**src/rtl/atm_bank.sv**
```systemverilog
// rtl/atm_bank.sv - multi-account ATM controller with a fixed-latency request/response FSM
// Optional wrong-PIN lockout is enabled by defining ATM_LOCKOUT_EN.
module atm_bank #(
  parameter int NUM_ACCOUNTS = 4,
  parameter int BAL_W        = 16,
  parameter int PIN_W        = 4,
  parameter int INIT_BAL     = 1000,
  parameter int DEFAULT_PIN  = 5,
  parameter int MAX_TRIES    = 3
) (
  input  logic                    clk,
  input  logic                    reset_n,
  input  logic                    req_valid,
  output logic                    req_ready,
  input  logic [7:0]              acct_id,
  input  logic [1:0]              operation,
  input  logic [BAL_W-1:0]        amount,
  input  logic [PIN_W-1:0]        pin,
  output logic                    resp_valid,
  output logic [2:0]              resp_status,
  output logic [BAL_W-1:0]        resp_balance,
  output logic [NUM_ACCOUNTS-1:0] locked
);

  localparam int IDX_W = (NUM_ACCOUNTS > 1) ? $clog2(NUM_ACCOUNTS) : 1;

  localparam logic [2:0] ST_OK       = 3'b000;
  localparam logic [2:0] ST_BAD_PIN  = 3'b001;
  localparam logic [2:0] ST_LOCKED   = 3'b010;
  localparam logic [2:0] ST_INSUFF   = 3'b011;
  localparam logic [2:0] ST_OVERFLOW = 3'b100;
  localparam logic [2:0] ST_BAD_ACCT = 3'b101;

  typedef enum logic [1:0] {IDLE, VERIFY, EXEC, RESP} state_t;

  state_t             state;
  logic [7:0]         cur_acct;
  logic [1:0]         cur_op;
  logic [BAL_W-1:0]   cur_amt;
  logic [PIN_W-1:0]   cur_pin;
  logic [2:0]         verdict;
  logic [BAL_W-1:0]   bal  [NUM_ACCOUNTS];
  logic [PIN_W-1:0]   pins [NUM_ACCOUNTS];

  logic [IDX_W-1:0]   idx;
  logic               acct_ok;
  logic               lock_hit;
  logic [2:0]         check;
  logic [BAL_W:0]     sum;
  logic [BAL_W-1:0]   diff;

`ifdef ATM_LOCKOUT_EN
  localparam int CNT_W = $clog2(MAX_TRIES + 1);
  logic [CNT_W-1:0]        fail_cnt [NUM_ACCOUNTS];
  logic [NUM_ACCOUNTS-1:0] lock_r;
  assign lock_hit = lock_r[idx];
  assign locked   = lock_r;
`else
  assign lock_hit = 1'b0;
  assign locked   = '0;
`endif

  assign idx     = cur_acct[IDX_W-1:0];
  assign acct_ok = 32'(cur_acct) < NUM_ACCOUNTS;
  assign sum     = {1'b0, bal[idx]} + {1'b0, cur_amt};
  assign diff    = bal[idx] - cur_amt;

  // Priority: bad account, then lockout, then PIN.
  always_comb begin
    check = ST_OK;
    if (!acct_ok)                  check = ST_BAD_ACCT;
    else if (lock_hit)             check = ST_LOCKED;
    else if (pins[idx] != cur_pin) check = ST_BAD_PIN;
  end

  always_ff @(posedge clk) begin
    if (!reset_n) begin
      state        <= IDLE;
      req_ready    <= 1'b1;
      resp_valid   <= 1'b0;
      resp_status  <= ST_OK;
      resp_balance <= '0;
      cur_acct     <= '0;
      cur_op       <= '0;
      cur_amt      <= '0;
      cur_pin      <= '0;
      verdict      <= ST_OK;
      for (int i = 0; i < NUM_ACCOUNTS; i++) begin
        bal[i]  <= BAL_W'(INIT_BAL);
        pins[i] <= PIN_W'(DEFAULT_PIN);
`ifdef ATM_LOCKOUT_EN
        fail_cnt[i] <= '0;
`endif
      end
`ifdef ATM_LOCKOUT_EN
      lock_r <= '0;
`endif
    end else begin
      case (state)
        IDLE: begin
          if (req_valid) begin
            cur_acct  <= acct_id;
            cur_op    <= operation;
            cur_amt   <= amount;
            cur_pin   <= pin;
            req_ready <= 1'b0;
            state     <= VERIFY;
          end
        end
        VERIFY: begin
          verdict <= check;
          state   <= EXEC;
        end
        EXEC: begin
          state      <= RESP;
          resp_valid <= 1'b1;
          if (verdict != ST_OK) begin
            resp_status  <= verdict;
            resp_balance <= '0;
`ifdef ATM_LOCKOUT_EN
            if (verdict == ST_BAD_PIN) begin
              if (fail_cnt[idx] < CNT_W'(MAX_TRIES)) fail_cnt[idx] <= fail_cnt[idx] + 1'b1;
              if (fail_cnt[idx] + 1'b1 >= CNT_W'(MAX_TRIES)) lock_r[idx] <= 1'b1;
            end
`endif
          end else begin
`ifdef ATM_LOCKOUT_EN
            fail_cnt[idx] <= '0;
`endif
            resp_status  <= ST_OK;
            resp_balance <= bal[idx];
            case (cur_op)
              2'b01: begin
                if (sum[BAL_W]) begin
                  resp_status <= ST_OVERFLOW;
                end else begin
                  bal[idx]     <= sum[BAL_W-1:0];
                  resp_balance <= sum[BAL_W-1:0];
                end
              end
              2'b10: begin
                if (cur_amt > bal[idx]) begin
                  resp_status <= ST_INSUFF;
                end else begin
                  bal[idx]     <= diff;
                  resp_balance <= diff;
                end
              end
              2'b11:   pins[idx] <= cur_amt[PIN_W-1:0];
              default: ;
            endcase
          end
        end
        RESP: begin
          resp_valid <= 1'b0;
          req_ready  <= 1'b1;
          state      <= IDLE;
        end
        default: state <= IDLE;
      endcase
    end
  end

endmodule
```
**config.mk**
```make
export PLATFORM = sky130hd
export DESIGN_NAME = atm_bank
export DESIGN_NICKNAME = d
export VERILOG_FILES = /design/src/rtl/atm_bank.sv
export SDC_FILE = /design/constraint.sdc
export NUM_CORES = 1
export LEC_CHECK = 0
export ABC_AREA = 1
export ABC_CLOCK_PERIOD_IN_PS = 5900
export CAP_MARGIN = 20
export CORE_UTILIZATION = 40
export CTS_CLUSTER_SIZE = 12
export DETAILED_ROUTE_END_ITERATION = 7
export SYNTH_ARGS = -nofsm -noshare
export SYNTH_HDL_FRONTEND = slang
export SYNTH_SLANG_ARGS = --single-unit
```
**constraint.sdc**
```tcl
create_clock -name clk -period 5.9 [get_ports clk]
set_clock_uncertainty 0.05 [all_clocks]
set_input_delay 1.18 -clock clk [delete_from_list [all_inputs] [get_ports clk]]
set_output_delay 1.18 -clock clk [all_outputs]
set_load 0.03 [all_outputs]
```
### After elaboration in Yosys (flattened, before gate mapping)

Memory sizes are Yosys's and may differ from the RTL's. A register that Yosys moved wholly into a read port is not among the register bits.
Index checks and enable logic that the tools add are counted.

* $add $sub $neg: 2
* $mul: 0
* divide/modulo/power cells: 0
* $lt $le $gt $ge: 2
* equal/unequal tests: 8
* shift operators: 0
* muxes and demuxes: 44
* bitwise gates (word level): 1
* reductions and logical operators: 8

Operator list (count)
* $mux W16: 5
* $pmux W16 S2: 1
* $mux W1: 22
* $add A16 B16 Y17: 1
* $gt A16 B16 Y1: 1
* $mux W2: 8
* $reduce_or A16 Y1: 1
* $sub A16 B16 Y16: 1
* $mux W3: 3
* $eq A2 B2 Y1 const B: 4
* $lt A8 B3 Y1 const B: 1
* $pmux W2 S4: 1
* $pmux W3 S2: 1
* $eq A2 B1 Y1 const B: 2
* $mux W4: 1
* $ne A4 B4 Y1: 1
* $pmux W1 S2: 2
* $reduce_and A2 Y1: 2
* $reduce_bool A2 Y1: 2
* $reduce_or A4 Y1: 1
* $reduce_bool A3 Y1: 1
* $logic_not A2 Y1: 1
* $ne A2 B2 Y1 const B: 1
* $or A1 B1 Y1: 1

* register bits after elaboration: 56
* latch bits: 0
* memory bits (writable): 80
* ROM bits: 0
* bits of input ports: 33
* output and inout bits: 25
* word-level logic and storage cells: 77
* memories: 2

Memories
* bal: words 4, width 16, read ports 1, clocked after memory_dff 1, wr ports 4, line 42 `logic [BAL_W-1:0] bal [NUM_ACCOUNTS];`
* pins: words 4, width 4, read ports 1, clocked after memory_dff 1, wr ports 4, line 43 `logic [PIN_W-1:0] pins [NUM_ACCOUNTS];`

### Depth between registers and ports, before layout

* depth in word-level cells: 10
* mapped depth: 24
* mapped depth without buffers: 21

### Worst setup path before layout

Ideal clock, no wire load.

* path type: reg-to-reg
* start point: register with a tool-made name
* end point: memory bal[2][0], enable pin
* library setup time: 0.372 ns
* data arrival time: 3.307 ns
* data required time: 5.478 ns
* path slack: 2.171 ns
* cell stages (with the launch flop): 25
* path buffers: 3
* period minus slack after synthesis: 3.729 ns
* cell sequence: dfxtp_1 > inv_1 > clkbuf_1 > clkbuf_1 > nand2_1 > a32oi_1 > inv_1 > ha_1 > inv_1 > fa_1 > nand3_1 > nand2_1 > nand2_1 > nand2_1 > nand2_1 > nand2_2 > nand2_4 > nand2_4 > nand2_4 > inv_4 > nand2_2 > nor2_4 > inv_2 > buf_6 > nand2_1

RTL lines (line)
* end, declared: 42

==> results by group <==
Outcome
  – Status: finished, final reports clean

Route
  – DRT iter0 DRCs: 628
  – Vias post-DR: 7196
  – Average wire per cell in the routed design: 16.00 µm
  – Detailed-route DRC error count: 0
  – Via/cell ratio: 4.987
  – Drt total wl: 23090 µm
  – Antenna viol nets, final: 0
  – Detailed Routing Iterations Pass 1: 5

Clock tree
  – Post-CTS Setup Bufs: 0
  – # hold bufs at CTS: 0
  – CTS clk-pin slew, worst paths: 0.06 ns
  – Worst-Skew Late Latency: 0.44 ns
  – Clock Sink Count: 137
  – CTS buffer count: 17
  – Clk root buf: clkbuf_16
  – CTS max path bufs: 2
  – CTS tree: yes
  – H-tree depth: 4
  – Post-CTS sizing: 0

Place
  – IO Port Bufs: 53
  – HPWL after detailed placement: 17520 µm
  – Place WS: 1.236 ns
  – Routability cong.: 0.9659
  – Inst Count DP: 1411

Global route
  – First-pass GRT wire length: 36120 µm
  – Total track usage: 22.31%
  – Total grt overflow: 0
  – Initial antenna violation count: 0
  – Largest net degree at the start of global routing: 57
  – Vias in the first global route: 6791

Synth
  – Post-synthesis register bit count: 137
  – Post-synthesis cell count: 1130
  – Main flop type after synthesis: edfxtp_1
  – Cell Area, Synth: 0.008288 mm²
  – Post-synth EDFFs: 80
  – Sequential-to-total area share from yosys stat: 42.75%
  – Synthesis Warnings: 0
  – Synth unique cells: 46
  – Post-Syn Area per Cell: 7.334 µm²
  – Async S/R FF share, synth: 0%

Worst setup path
  – Critical path class: register to register
  – Critical path endpoint: bal[0][9]
  – Worst r2r path cells: 20
  – Critical R2R Capture: bal[0][9]
  – CP Max Fanout: 24
  – Required time of the worst setup path: 5.90 ns
  – Data arrival time of the worst path: 4.68 ns
  – Critical Path Sink Type: register
  – Startpoint Class: register
  – Register-to-Register Setup Slack: 1.23 ns

Floorplan
  – DIE AREA: 0.02130 mm²
  – Die Y: 145.9 µm
  – Floorplan die width: 145.9 µm
  – I/O pin count: 58
  – Row count: 52
  – Core Area: 0.02030 mm²
  – Initial core utilization: 40.83%

Finish
  – Util after Layout: 47.12%
  – Diode count: 0
  – Final net count: 1235
  – Layout area overhead: 15.41%
  – Layout Cells excl Fill: 1443
  – Layout fillers: 2095
  – Share of layout cells above drive strength 1: 5.968%

Min path
  – Worst hold path startpoint: resp_balance[12]
  – Min-Delay Path Class: register to register

Timing
  – Fmax achieved: 213.9 MHz
  – Final Hold Vio Count: 0
  – RSZ-0062 raised after global routing: false
  – Final period util: 79.22%
  – Final setup vio count: 0
  – Rel. slew slack: 39.21%
  – Post-route setup slack: 1.226 ns
  – Actual slew at the worst max-slew pin: 0.9086 ns
  – Tmin final: 4.674 ns
  – Slew Viols, Final: 0
  – Setup_tns: 0 ns

Pwr
  – PwrDens: 491.8 mW/mm²
  – Total power: 4.704 mW
  – VDD IR-drop max: 0.2517 mV
  – Internal: 2.511 mW
  – Clk pwr share: 23.6%
  – Sequential share of power: 26.0%
  – Comb pwr share: 50.4%
  – Psw: 2.193 mW
  – Switching part of the total: 46.61%
  – Leak Pwr: 4.353 nW

Flow run
  – Max Cap Viol: 0
[sequential cells by signal, indices dropped and copies added, names as in the netlist, named ones only]
signal / count
bal: 64
cur_acct: 8
cur_amt: 16
cur_op: 2
cur_pin: 4
pins: 16
req_ready: 1
resp_balance: 16
resp_status: 3
resp_valid: 1
state: 2
verdict: 2
[worst min path at each step]
| stage | endpoint | slack [ns] | cells after the start |
|---|---|---|---|
| 3_5_place_dp | resp_balance[4] | 0.39 | 2 |
| 6_report | resp_balance[12] | 0.40 | 2 |
| 5_1_grt | resp_balance[12] | 0.42 | 2 |
| 2_1_floorplan | cur_acct[4] | 0.38 | 2 |
| 3_3_place_gp | resp_balance[13] | 0.39 | 2 |
| 4_1_cts | resp_balance[12] | 0.40 | 2 |
[stage by stage]
step,cell area [µm²],hold slack (ns)
floorplan,8299,0.3790
global placement,8961,0.3897
detailed placement,8961,0.3905
CTS,9565,0.4030
global route,9565,0.4158
finish,9565,0.3980
[synthesized netlist by cell type, types with 4 or more instances]
cell        n  share of area (%)
o21ai_0    77                4.6
inv_1     141                6.4
nand2_1   350                 16
nor3_1      9               0.54
a21oi_1    45                2.7
edfxtp_1   80                 29
clkbuf_1   27                1.2
nand3_1    54                3.3
nor2_1    138                6.3
nand2_4     4               0.54
ha_1       40                6.0
inv_2       6               0.27
buf_4       7               0.63
dfxtp_1    57                 14
o22ai_1    16                1.2
or2_2       4               0.30
nand4_1     6               0.45
xor2_1     13                1.4
buf_2      14               0.85
[cell usage in the layout, fill, tap and decap left out, drive strengths merged, types with 2 or more instances in the layout]
master | Yosys | layout
o22a | 2 | 2
buf | 25 | 7
inv | 148 | 158
xor2 | 13 | 13
xnor2 | 3 | 3
fa | 2 | 2
edfxtp | 80 | 80
conb | 1 | 4
clkinv | 1 | 3
ha | 40 | 40
dfxtp | 57 | 57
o22ai | 16 | 16
nor3 | 10 | 10
nor2 | 142 | 142
or2 | 4 | 4
and2 | 2 | 2
nand2 | 357 | 357
nand3b | 2 | 2
o211ai | 2 | 2
o21ai | 80 | 80
clkdlybuf4s50 | 0 | 53
a21oi | 47 | 47
clkbuf | 27 | 17
nand4 | 6 | 6
bufinv | 0 | 2
o21bai | 2 | 2
nand3 | 55 | 55
[layout make-up]
| class | instances | area [µm²] | area share, % |
|---|---|---|---|
| Multi-Input combinational cell | 795 | 3935 | 41.14 |
| Sequential cell | 137 | 3543 | 37.04 |
| Timing Repair Buffer | 60 | 583.1 | 6.095 |
| Inverter | 149 | 561.8 | 5.873 |
| Clock buffer | 17 | 425.4 | 4.447 |
| Tap cell | 270 | 337.8 | 3.532 |
| Clock inverter | 15 | 178.9 | 1.871 |
[cells by family after synthesis]
| kind of cell | Yosys count | share of synthesized area [%] |
|---|---|---|
| AO/OA/AOI/OAI | 155 | 10.36 |
| XOR/XNOR | 16 | 1.691 |
| other | 1 | 0.04525 |
| buffers and inverters | 201 | 9.934 |
| flip-flops | 137 | 42.75 |
| AND/OR/NAND/NOR | 578 | 28.70 |
| adder cells (fa/ha/maj) | 42 | 6.522 |
[critical path: stages (launching register included)]
cell	delay, ns
dfxtp_1	0.65
inv_1	0.44
a32oi_1	0.42
inv_1	0.08
ha_1	0.18
inv_1	0.09
fa_1	0.22
nand3_1	0.08
nand2_1	0.17
nand2_1	0.07
nand2_1	0.12
nand2_1	0.08
nand2_2	0.13
nand2_4	0.09
nand2_4	0.09
nand2_4	0.08
inv_4	0.25
nand2_4	0.15
nor2_8	0.16
inv_2	0.12
nand2_1	0.54
[power by group through the flow]
stage | Combinational [mW] | Sequential [mW] | Clock (mW)
after global routing | 2.64 | 1.24 | 1.16
after global placement | 2.35 | 1.24 | 0
final | 2.37 | 1.22 | 1.11
after detailed placement | 2.33 | 1.24 | 0
after CTS | 2.35 | 1.22 | 1.13
after floorplan | 1.65 | 1.29 | 0
[metal layers]
metal	GRT usage (%)	up-vias	wire, µm
li1	-	3646	-
met1	28.25	3282	10130
met2	38.49	237	11170
met3	3.448	31	1328
met4	7.842	0	457
met5	0	-	0
Power figures use the tool's default switching activity.
